===== config.mk =====
export PLATFORM = sky130hd
export DESIGN_NAME = homomorphic_add_ctrl
export DESIGN_NICKNAME = d
export VERILOG_FILES = /design/src/rtl/homomorphic_add_ctrl.sv
export SDC_FILE = /design/constraint.sdc
export NUM_CORES = 1
export LEC_CHECK = 0
export CORE_AREA = 3 3 108 110
export DETAILED_ROUTE_END_ITERATION = 8
export DIE_AREA = 0 0 111 113
export PLACE_DENSITY = 0.75
export SETUP_SLACK_MARGIN = 0.1
export SLEW_MARGIN = 20
export SYNTH_ARGS = -nofsm -noshare
export SYNTH_HDL_FRONTEND = slang
export SYNTH_SLANG_ARGS = --single-unit

===== constraint.sdc =====
create_clock -name clk -period 2.2 [get_ports clk]
set_input_delay 0.44 -clock clk [delete_from_list [all_inputs] [get_ports clk]]
set_output_delay 0.44 -clock clk [all_outputs]
set_load 0.01 [all_outputs]

===== src/rtl/homomorphic_add_ctrl.sv =====
// Sequencer that streams two ciphertext vectors through a lane-parallel modular adder
// into a result memory. It handles the start/done handshake, the 1-cycle read latency and write back-pressure.
module homomorphic_add_ctrl #(
  parameter int CIPHERTEXT_WIDTH = 10,
  parameter int PARALLEL         = 1,
  parameter int ADDR_WIDTH       = 8
) (
  input  logic                                 clk,
  input  logic                                 rst,
  input  logic                                 start,
  input  logic [ADDR_WIDTH-1:0]                num_words,
  input  logic [ADDR_WIDTH-1:0]                base_a,
  input  logic [ADDR_WIDTH-1:0]                base_b,
  input  logic [ADDR_WIDTH-1:0]                base_r,
  output logic                                 busy,
  output logic                                 done,
  output logic                                 rd_en,
  output logic [ADDR_WIDTH-1:0]                rd_addr_a,
  output logic [ADDR_WIDTH-1:0]                rd_addr_b,
  input  logic [PARALLEL*CIPHERTEXT_WIDTH-1:0] rd_data_a,
  input  logic [PARALLEL*CIPHERTEXT_WIDTH-1:0] rd_data_b,
  output logic                                 wr_en,
  output logic [ADDR_WIDTH-1:0]                wr_addr,
  output logic [PARALLEL*CIPHERTEXT_WIDTH-1:0] wr_data,
  input  logic                                 wr_ready
);

  localparam int WORD_W = PARALLEL * CIPHERTEXT_WIDTH;
  localparam logic [ADDR_WIDTH-1:0] ONE = ADDR_WIDTH'(1);

  typedef enum logic [1:0] {IDLE, RUN, FINISH} state_t;

  state_t                state, state_nxt;
  logic [ADDR_WIDTH-1:0] n_words, base_a_q, base_b_q, base_r_q;
  logic [ADDR_WIDTH-1:0] rd_cnt, ld_cnt, wr_cnt;
  logic                  vld_p1;
  logic [WORD_W-1:0]     sum_p1;
  logic                  skid_vld;
  logic [WORD_W-1:0]     skid_data;
  logic                  out_free, wr_fire, last_wr, rd_issue;

  // Lane-wise add; each lane result is truncated, so no carry crosses a lane boundary.
  function automatic logic [WORD_W-1:0] add_lanes(input logic [WORD_W-1:0] a,
                                                  input logic [WORD_W-1:0] b);
    logic [WORD_W-1:0] s;
    s = '0;
    for (int i = 0; i < PARALLEL; i++) begin
      s[i*CIPHERTEXT_WIDTH +: CIPHERTEXT_WIDTH] =
        a[i*CIPHERTEXT_WIDTH +: CIPHERTEXT_WIDTH] + b[i*CIPHERTEXT_WIDTH +: CIPHERTEXT_WIDTH];
    end
    return s;
  endfunction

  always_comb begin
    out_free  = !wr_en || wr_ready;
    wr_fire   = wr_en && wr_ready;
    last_wr   = wr_fire && (wr_cnt == n_words - ONE);
    // A read is only launched when its data is guaranteed a free slot on return.
    rd_issue  = (state == RUN) && (rd_cnt < n_words) && !skid_vld && out_free;
    rd_en     = rd_issue;
    rd_addr_a = base_a_q + rd_cnt;
    rd_addr_b = base_b_q + rd_cnt;
    done      = (state == FINISH);
    sum_p1    = add_lanes(rd_data_a, rd_data_b);
  end

  always_comb begin
    state_nxt = state;
    case (state)
      IDLE:    if (start) state_nxt = (num_words == '0) ? FINISH : RUN;
      RUN:     if (last_wr) state_nxt = FINISH;
      FINISH:  state_nxt = IDLE;
      default: state_nxt = IDLE;
    endcase
  end

  always_ff @(posedge clk) begin
    if (rst) state <= IDLE;
    else     state <= state_nxt;
  end

  always_ff @(posedge clk) begin
    if (rst) begin
      busy      <= 1'b0;
      n_words   <= '0;
      base_a_q  <= '0;
      base_b_q  <= '0;
      base_r_q  <= '0;
      rd_cnt    <= '0;
      ld_cnt    <= '0;
      wr_cnt    <= '0;
      vld_p1    <= 1'b0;
      skid_vld  <= 1'b0;
      skid_data <= '0;
      wr_en     <= 1'b0;
      wr_addr   <= '0;
      wr_data   <= '0;
    end else begin
      if (state == IDLE && start) busy <= 1'b1;
      else if (last_wr || state == FINISH) busy <= 1'b0;

      // Stage p1: read data returns, sum formed combinationally
      vld_p1 <= rd_issue;
      if (rd_issue) rd_cnt <= rd_cnt + ONE;
      if (wr_fire)  wr_cnt <= wr_cnt + ONE;

      // Stage p2: registered write port, fed from skid first to keep order
      if (out_free) begin
        if (skid_vld) begin
          wr_en     <= 1'b1;
          wr_data   <= skid_data;
          wr_addr   <= base_r_q + ld_cnt;
          ld_cnt    <= ld_cnt + ONE;
          skid_vld  <= vld_p1;
          skid_data <= sum_p1;
        end else if (vld_p1) begin
          wr_en   <= 1'b1;
          wr_data <= sum_p1;
          wr_addr <= base_r_q + ld_cnt;
          ld_cnt  <= ld_cnt + ONE;
        end else begin
          wr_en <= 1'b0;
        end
      end else if (vld_p1) begin
        skid_vld  <= 1'b1;
        skid_data <= sum_p1;
      end

      if (state == IDLE && start) begin
        n_words  <= num_words;
        base_a_q <= base_a;
        base_b_q <= base_b;
        base_r_q <= base_r;
        rd_cnt   <= '0;
        ld_cnt   <= '0;
        wr_cnt   <= '0;
        vld_p1   <= 1'b0;
        skid_vld <= 1'b0;
      end
    end
  end

endmodule


# Word level (Yosys, flattened, before mapping)
# Index checks and enable logic that the tools add are counted.
[op_classes]
addsub = 8
order_cmp = 1
n_reduce_logical = 19
eq_ne = 6
mux = 19
[ops]
columns = ["operator", "count"]
rows = [
  ["2-to-1 mux 10 bit", 4],
  ["2-to-1 mux 8 bit", 4],
  ["adder 8 x 1 -> 8 bit, second input constant", 3],
  ["adder 8 bit", 3],
  ["adder 10 bit", 1],
  ["equality test 8 bit", 1],
  ["zero test 8 bit", 1],
  ["< comparator 8 bit", 1],
  ["subtractor 8 x 1 -> 8 bit, second input constant", 1],
  ["2-to-1 mux 1 bit", 7],
  ["logical AND 1 bit", 6],
  ["2-to-1 mux 2 bit", 3],
  ["!= test 2 bit, second input constant", 3],
  ["AND reduction 2 bit", 3],
  ["nonzero test 2 bit", 3],
  ["one-hot mux 2 bit (2 select lines)", 1],
  ["equality test 2 x 1 -> 1 bit, second input constant", 1],
  ["equality test 2 bit, second input constant", 1],
  ["zero test 1 bit", 2],
  ["zero test 2 bit", 1],
  ["logical OR 1 bit", 2],
  ["OR reduction 2 bit", 1],
]
[word_totals]
in_bits = 56
wordCells = 68
out_inout_bits = 38
reg_bits = 90

# Logic depth before layout (Yosys ltp)
# Gate-level depths: netlist of run 1.
[logic_depth]
ltp_word = 6
depth_mapped = 9
ltp_nobuf = 9

# Worst setup path after synthesis of run 1
# OpenSTA, ideal clock, no wires.
[synth_timing]
path_type = "flip-flop to output port"
from = "register rd_cnt[0]"
to = "output port rd_addr_a[6]"
stages_incl_launch_ff = 10
path_slack_ns = -0.056
required_ns = 1.760
path_buffers = 0
t_arrival_ns = 1.816
path_cell_list = "dfxtp_1 ha_1 inv_1 fa_1 nor2b_1 o21ai_0 a21boi_0 o21a_1 nor2_1 xnor2_1"
[synth_via]
elab_chain_cells = 1
[synth_lines]
columns = ["item", "line", "source"]
rows = [
  ["start: declaration", "35", "logic [ADDR_WIDTH-1:0] rd_cnt, ld_cnt, wr_cnt;"],
  ["start signal: assignment", "104", "if (rd_issue) rd_cnt <= rd_cnt + ONE;"],
  ["adder 8 bit", "61", "rd_addr_a = base_a_q + rd_cnt;"],
  ["end: declaration", "18", "output logic [ADDR_WIDTH-1:0] rd_addr_a,"],
]
# No other way between the ends.

# Worst setup path after layout of run 1
[layout_timing]
from = "register rd_cnt[0]"
to = "output port rd_addr_b[6]"
[layout_via]
elab_chain_cells = 1
[layout_lines]
columns = ["item", "line", "source"]
rows = [
  ["adder 8 bit", "62", "rd_addr_b = base_b_q + rd_cnt;"],
  ["end: declaration", "19", "output logic [ADDR_WIDTH-1:0] rd_addr_b,"],
]
# No other way between the ends.

==> results of run 1 <==
==> stage by stage <==
| stage | hold WS, ns | utilization, % | instances | power [mW] | setup TNS, ns |
|---|---|---|---|---|---|
| 4_1_cts | 0.4587 | 65.52 | 943 | 3.646 | -2.320 |
| 2_1_floorplan | 0.4275 | - | 637 | 2.200 | 0 |
| 3_5_place_dp | 0.4469 | 62.10 | 920 | 2.622 | -6.335 |
| 6_report | 0.4589 | 67.55 | 949 | 3.668 | -2.307 |
| 3_3_place_gp | 0.4362 | 62.10 | 920 | 2.598 | -4.629 |
| 5_1_grt | 0.4821 | 67.55 | 949 | 3.865 | -3.288 |
==> cell families (layout without fill, tap and decap cells) <==
logic type | Yosys count | count (layout)
buffers and inverters | 55 | 227
adders and majority gates | 45 | 45
muxes | 5 | 5
DFF | 90 | 90
xor gates and xnor gates | 51 | 51
and+or+nand+nor | 252 | 252
AOI/OAI and AO/OA | 139 | 139
==> layout make-up <==
type / count / area [sq um]
Clock inverter: 3 / 17.52
Multi-Input combinational cell: 492 / 3433
Fill cell: 845 / 3502
Clock buffer: 12 / 145.1
Inverter: 30 / 112.6
Timing Repair Buffer: 182 / 1584
Sequential cell: 90 / 1823
Tap cell: 140 / 175.2
==> synthesized netlist by cell type (2+ instances only) <==
library cell  number
nand2_1          120
dfxtp_1           90
a21oi_1           68
nor2_1            54
ha_1              41
xnor2_1           30
inv_1             29
clkbuf_1          22
xor2_1            21
nand3_1           18
o21ai_0           18
nor2b_1            9
a211oi_1           8
a21o_1             8
nand4_1            8
nor3_1             7
and3_1             5
nor4b_1            5
or3_1              5
or4_1              5
a31oi_1            4
fa_1               4
mux2i_1            4
o21ai_1            4
and2_1             3
nor3b_1            3
nor4_1             3
a2111oi_2          2
a211o_1            2
a21boi_0           2
a32o_1             2
a41oi_1            2
buf_2              2
nand3b_1           2
o211ai_1           2
o21a_1             2
o21bai_1           2
o41ai_1            2
==> layer usage <==
layer  global-route usage, %  share of wire (%)  wire length, microns
met5                       0                  0                     0
met4                   7.225                1.9                   289
met3                   5.241                5.1                   758
met2                   43.45                 52                  7741
met1                   26.14                 41                  6136
==> worst paths after layout <==
kind | to | cells past startpoint | slack [ns] | startpoint
worst max-delay path | rd_addr_b[6] | 10 | -0.41 | rd_cnt[0]
worst min-delay path | skid_data[3] | 2 | 0.46 | skid_data[3]
worst max register to register | rd_cnt[3] | 9 | 0.07 | rd_cnt[1]
worst min register to register | skid_data[3] | 2 | 0.46 | skid_data[3]
==> worst reg2reg max path: stages (launching register included) <==
cell and delay, ns:
dfxtp_4 0.38, buf_6 0.12, ha_4 0.19, a21o_1 0.17
a211o_1 0.30, a21o_1 0.20, buf_6 0.12, buf_6 0.11
or3_1 0.35, a21oi_1 0.12
==> power by group through the flow <==
| stage | combinational, mW | sequential [mW] | clock [mW] |
|---|---|---|---|
| floorplan | 0.426 | 1.77 | 0 |
| finish | 0.925 | 1.74 | 1.00 |
| CTS | 0.887 | 1.74 | 1.02 |
| global route | 1.02 | 1.75 | 1.10 |
| detailed placement | 0.851 | 1.77 | 0 |
| global placement | 0.828 | 1.77 | 0 |
==> repair_timing <==
action	4_1_cts	5_1_grt
resized for setup	109	49
hold buffers	0	0
pin swaps	33	42
setup buffers	8	9
cloned	0	0
setup endpoints to repair	27	33
==> impl_summary.md, run 1 <==
Timing
The number of failing setup endpoints in the final timing report is 11. The achievable frequency is 382.8 MHz. At the pin with the least slew margin, the transition time is around 0.48 ns. The worst pin sits at a relative slew slack of about two thirds. The final critical-path required period is 2.612 ns. Setup repair after global routing could not meet its margin everywhere.

For the final database, setup skew stands at 0.01280 ns. The fraction of the cycle the final worst path needs is 118.7%. The number of max-slew violations in the final report is 0. The final worst slack is -0.4124 ns. The number of hold violations in the final report was 0.

Place
The count of buffers from port buffering is just over 90. The placed instances occupy a cell area of about 6700 sq um. The worst slack at placement is -0.5352 ns.

The final weighted congestion of routability-driven global placement is 0.8427. Detailed placement ended at an HPWL of 10530 microns.

Yosys
The number of synthesized flops with an enable pin is 0. In the synthesized netlist the dominant register cell turns out to be dfxtp_1. Sequential elements use roughly a third of the synthesized area.

The netlist area before placement is 5105 sq um. The mux share of post-synthesis cell area is ~1%. Synthesis produced approximately 640 cells. dfxtp_1 takes more of the synthesized area than any other cell. Yosys mapped the design onto between 50 and 60 distinct sky130hd cell types. In the synthesized netlist the async set-or-reset flop fraction comes to 0%. The dominant combinational cell family by area after synthesis is simple AND/OR/NAND/NOR gates. The share of synthesized area in the top cell type comes to a little over a third. The adder-cell share of the synthesized area is between 10% and 20%.

Summing the areas of all xor and xnor instances in the mapped netlist gives between 8 and 9% of the synthesized area. Counting every net in the synthesized netlist gives roughly 740. The post-synthesis register bit count is 90.

Summing the areas of all compound-gate instances in the mapped netlist gives between 10% and 20% of the synthesized area. The mean area per synthesized cell is around 8 sq um. By area the synthesized netlist is led by dfxtp_1 (35%), ha_1 (10%), nand2_1 (8.8%). The simple logic cell fraction of the synthesized area is approximately 22%. The count of yosys warnings during synthesis is 0.

Pwr
The share of total power in combinational logic is 25.2%. The largest voltage drop on the vdd net is approximately 0.34 mV. The portion of total power attributed to the clock network is roughly 27%.

Of the total power, the share spent switching nets is 29.14%. The power density normalized to cell area is ~500 nW/um^2. The analysis attributes to net switching a power of roughly 1.1 mW. Sequential cells burn 47.5% of the power. The cell-internal power is roughly 2.6 mW. The leakage component of the power is 3.016 nW.

Clock tree
Counting the buffers created by CTS gives 9. TritonCTS built the clock tree. The maximum buffer depth of the clock tree is 2. After clock tree synthesis, the clock-pin slew on the worst setup and hold paths is about 0.09 ns. The buffer cell driving the clock tree root is clkbuf_8. The number of sinks driven by the clock tree is 90. The insertion delay of the later-clocked pin in the worst-skew pair is 0.36 ns. The H-tree level count is 3.

Setup path
The critical-path maximum fanout is 3. The critical path in this run is classified as flop to primary output. The critical path's slowest cell is dfxtp_4.

For the worst setup path, the data required time is 1.76 ns. For this run, the slowest stage of the critical path takes 0.39 ns. For the worst setup path, the data arrival time is 2.17 ns.

The cell type group with the largest total delay on the critical path is adder cells. The kind of capture point of the worst setup path is a primary output. The buffer and inverter count on the worst path is 2.

The critical path goes through ha_4, inv_2, fa_2, nor2b_2, o21ai_2, a21boi_2, o21a_1, nor2_2, xnor2_1, buf_2. The startpoint type of the worst setup path is a flop.

Floorplan
Pin placement for this block handled 94 I/O pins. The floorplan die height is roughly 110 microns. The die covers 12540 sq um. Once the floorplan was initialized, standard cells occupied 47.30% of the core. In this run the standard cell core region covers roughly 11000 sq um. The count of standard-cell rows is 38.

The die span in x is 111 microns.

Global route
The initial antenna violation count is 0. The total overflow reported by the global router is 0. Entering global routing, the biggest net connects 65 pins. The total track usage is between 20% and 30%. The via count of the first global-routing pass is roughly 5100.

The first global-routing pass estimated ~24000 microns of wire.

Final layout
The final layout contains 906 nets. The area growth from synthesis to layout is 42.82%. The top cell types in the final layout, fill and taps aside, are nand2_1 (120), buf_4 (80), dfxtp_1 (79), clkdlybuf4s50_1 (73), a21oi_1 (60).

Leaving out fill and tap cells, the most frequent cell in the layout is nand2_1. 0 antenna diodes ended up in the layout. Summing all non-filler instances in the final layout gives an area of around 7300 sq um. The post-route netlist has between 20% and 30% of its cells at a drive strength greater than 1.

The largest registers in the layout are skid_data (10), wr_data (10).

Detailed routing
The ratio of routed vias to standard cells is 5.431. The via count is between 5000 and 6000. The residual DRC count is 0. After the first detailed-routing iteration, the DRC count stood at 324. The count of antenna-violating nets left after detailed routing is 0. The final routed wirelength across all metal layers is about 15000 microns. The first-pass detailed-route iteration total is 5. In the final routed layout, each cell accounts on average for 15.73 microns.

Outcome
The final reports fail on setup timing. The run finished, with violations left.

Flow run
The number of maximum-capacitance constraint violations is 0.

Hold path
The path class of the lowest-slack min-delay path is flop to flop.
Power figures use the tool's default switching activity.
==> run 2, diff against run 1 <==
==> config.mk (replaced) <==
export PLATFORM = sky130hd
export DESIGN_NAME = homomorphic_add_ctrl
export DESIGN_NICKNAME = d
export VERILOG_FILES = /design/src/rtl/homomorphic_add_ctrl.sv
export SDC_FILE = /design/constraint.sdc
export NUM_CORES = 1
export LEC_CHECK = 0
export CORE_AREA = 3 3 97 122
export CTS_BUF_LIST = sky130_fd_sc_hd__clkbuf_16
export DETAILED_ROUTE_END_ITERATION = 8
export DIE_AREA = 0 0 100 125
export PLACE_DENSITY = 0.76
export SETUP_SLACK_MARGIN = 0.1
export SLEW_MARGIN = 10
export SYNTH_ARGS = -nofsm -noshare
export SYNTH_HDL_FRONTEND = slang
export SYNTH_SLANG_ARGS = --single-unit
==> run 2 against run 1 <==
- the flow still finishes with violations (setup timing)
- wire length decreased by 1.8%
- sequential share of layout area decreased by 0.21 points
- non-clock buffer count decreased by 2
- maximum frequency increased by 1.7%
- via count decreased by 1.0%
- largest power group unchanged
- design area increased by 0.70%
==> impl_summary.md, run 2 (synthesized netlist as in run 1, its figures left out) <==
Floorplan
The count of standard-cell rows came to 42 (+11%). The floorplan die height is 125 microns (+11%). The die span in x came to 100 microns (-9.9%). The die footprint was 12500 sq um (-0.34%).

The initial core utilization came to 47.85% (+0.55 points). The area of the core is 10670 sq um (-1.2%). The count of pins on the block boundary is 94 (unchanged).

Clock tree
The CTS buffer count is 9 (unchanged). The clock input transition at the sequential cells of the worst setup and hold paths was 0.07 ns (-0.02 ns). The clock tree from TritonCTS is yes.

The insertion delay of the later-clocked pin in the worst-skew pair is 0.34 ns (-0.02 ns). The buffer cell driving the clock tree root is clkbuf_16. The maximum buffer depth of the clock tree was 2 (unchanged).

The number of sinks driven by the clock tree is 90 (unchanged). The H-tree level count came to 3 (unchanged). The number of hold buffers added after cts came to 0 (unchanged).

Timing
The worst hold-check slack is 0.4490 ns (-0.009879 ns). The final worst clock skew came to 0.006382 ns (-0.006418 ns). The number of max-slew violations in the final report is 0 (unchanged). The number of hold violations in the final report is 0 (unchanged). The final setup TNS is -1.944 ns (+0.3631 ns).

The fraction of the cycle the final worst path needs is 116.8% (-2.0 points). The number of failing setup endpoints in the final timing report is 10 (-1). The actual transition at the worst max-transition pin is 0.4855 ns (+0.006276 ns). The final critical-path required period is 2.569 ns (-0.04325 ns).

The achievable frequency is 389.2 MHz (+1.7%). Setup repair after global routing could not meet its margin everywhere. The worst relative slew slack came to 67.33% (-0.42 points). The final worst slack is -0.3692 ns (+0.04325 ns).

Place
The final weighted congestion of routability-driven global placement is 0.8530 (+1.2%). The placement-stage cell area is 6680 sq um (-0.34%). The count of buffers from port buffering is 93 (unchanged). The detailed placer's ending HPWL is 10630 microns (+0.94%).

Hold path
The hold-critical path depth is 2 (unchanged). The path class of the lowest-slack min-delay path is flop to flop.

Detailed routing
The residual DRC count was 0 (unchanged). The first-pass detailed-route iteration total was 5 (unchanged). The DRC violation total after the first TritonRoute iteration is 167 (-48%). The ratio of routed vias to standard cells is 5.427 (about the same). The via count is 5101 (-1.0%). The post-detailed-route wirelength per cell is 15.60 microns (-0.82%). The count of antenna-violating nets left after detailed routing was 0 (unchanged). The final routed wirelength across all metal layers is 14660 microns (-1.8%).

Pwr
The cell-internal power came to 3.020 mW (+16%). The leakage component of the power is 3.099 nW (+2.7%). The portion of total power attributed to the clock network is 36.5% (+9.2 points). The power density normalized to cell area is 566.8 nW/um^2 (+13%). The switching share of power is 27.42% (-1.7 points). The net switching component of the power is 1.141 mW (+6.7%). The power after layout is 4.161 mW (+13%). The share of total power in sequential cells is 41.8% (-5.7 points). The largest voltage drop on the vdd net is 0.3054 mV (-11%). The share of total power in combinational logic came to 21.7% (-3.5 points).

Final layout
Compared with the post-synthesis result, the final layout area differs by 43.82%. The library cell used most frequently in the layout, excluding fill and tap cells, is nand2_1. The number of inserted filler cells in the final layout is 814 (-3.7%). The final standard cell utilization of the core is 68.82% (+1.3 points). The share of layout cells above drive strength 1 was 22.40% (-0.96 points). The number of antenna diodes came to 0 (unchanged). The number of nets at the end of the flow is 904 (-0.22%). The top cell types in the final layout, fill and taps aside, are nand2_1 (120), dfxtp_1 (81), buf_4 (79), clkdlybuf4s50_1 (69), a21oi_1 (62). In the final layout, the registers with the most flip-flops are skid_data (10), wr_data (10).

The area of all placed cells without fillers is 7342 sq um (+0.70%).

Global route
The via count of the first global-routing pass was 5302 (+3.3%). The initial antenna violation count is 0 (unchanged). The largest net degree at the start of global routing is 35 (-46%). The total track usage was 23.55% (+0.36 points). The global-route wire length before repair came to 24070 microns (-0.57%). The total overflow reported by the global router is 0 (unchanged).

Setup path
The worst setup path is launched from a flop. The critical path data arrival time is 2.13 ns (-0.04 ns). The critical-path maximum fanout is 3 (unchanged). The required time of the worst setup path was 1.76 ns (about the same). The type of the worst setup path is flop to primary output. The worst reg2reg path depth was 9 (unchanged). STA classifies the critical path endpoint as a primary output.

Flow run
The number of maximum-capacitance constraint violations came to 0 (unchanged).

Outcome
The checks that failed: setup timing. The flow ran to the end, but the final reports show violations.
[run 2: cell type report]
type,instances,area (sq um),area share (%)
repair buffers,180,1560,21.25
flip-flops and latches,90,1821,24.80
multi-input cells,492,3398,46.28
clock inverters,7,60.06,0.8180
inverters,30,112.6,1.534
clock buffers,9,225.2,3.067
well taps,132,165.2,2.249
[run 2: stage by stage]
step	cells	setup WS, ns
after floorplan	637	0.1052
after global placement	912	-0.3782
after detailed placement	912	-0.4463
after CTS	932	-0.3674
after global routing	940	-0.4865
final	940	-0.3692
[run 2: path summary, 6_finish.rpt]
check	startpoint	to	slack (ns)
max reg2reg	rd_cnt[1]	rd_cnt[3]	0.07
min	skid_data[5]	skid_data[5]	0.45
max	rd_cnt[0]	rd_addr_a[6]	-0.37
min reg2reg	skid_data[5]	skid_data[5]	0.45
[run 2: critical path: stages (launching register included)]
cell,delay (ns)
dfxtp_4,0.38
ha_4,0.14
inv_2,0.04
fa_2,0.34
nor2b_1,0.12
o21ai_1,0.08
a21boi_1,0.20
o21a_1,0.15
nor2_2,0.04
xnor2_1,0.13
buf_2,0.15
[run 2: repair_timing]
item                                    4_1_cts  5_1_grt
gates cloned                                  0        0
setup buffers                                 5        9
pin swaps                                    25       29
endpoints found under the setup margin       26       30
resized for setup                           105       39
[run 2: metal layers]
| layer | part of all wire, % | track usage, % | vias up |
|---|---|---|---|
| met4 | 2.8 | 10.15 | 0 |
| met2 | 54 | 43.34 | 150 |
| met5 | 0 | 0 | - |
| met3 | 5.0 | 5.237 | 35 |
| met1 | 39 | 25.36 | 2388 |
| li1 | - | - | 2528 |
[run 2: power groups by stage]
stage | combinational [mW] | sequential, mW | clock, mW
finish | 0.901 | 1.74 | 1.52
global route | 0.991 | 1.75 | 1.60
CTS | 0.868 | 1.74 | 1.53
global placement | 0.823 | 1.77 | 0
detailed placement | 0.849 | 1.77 | 0
floorplan | 0.426 | 1.77 | 0
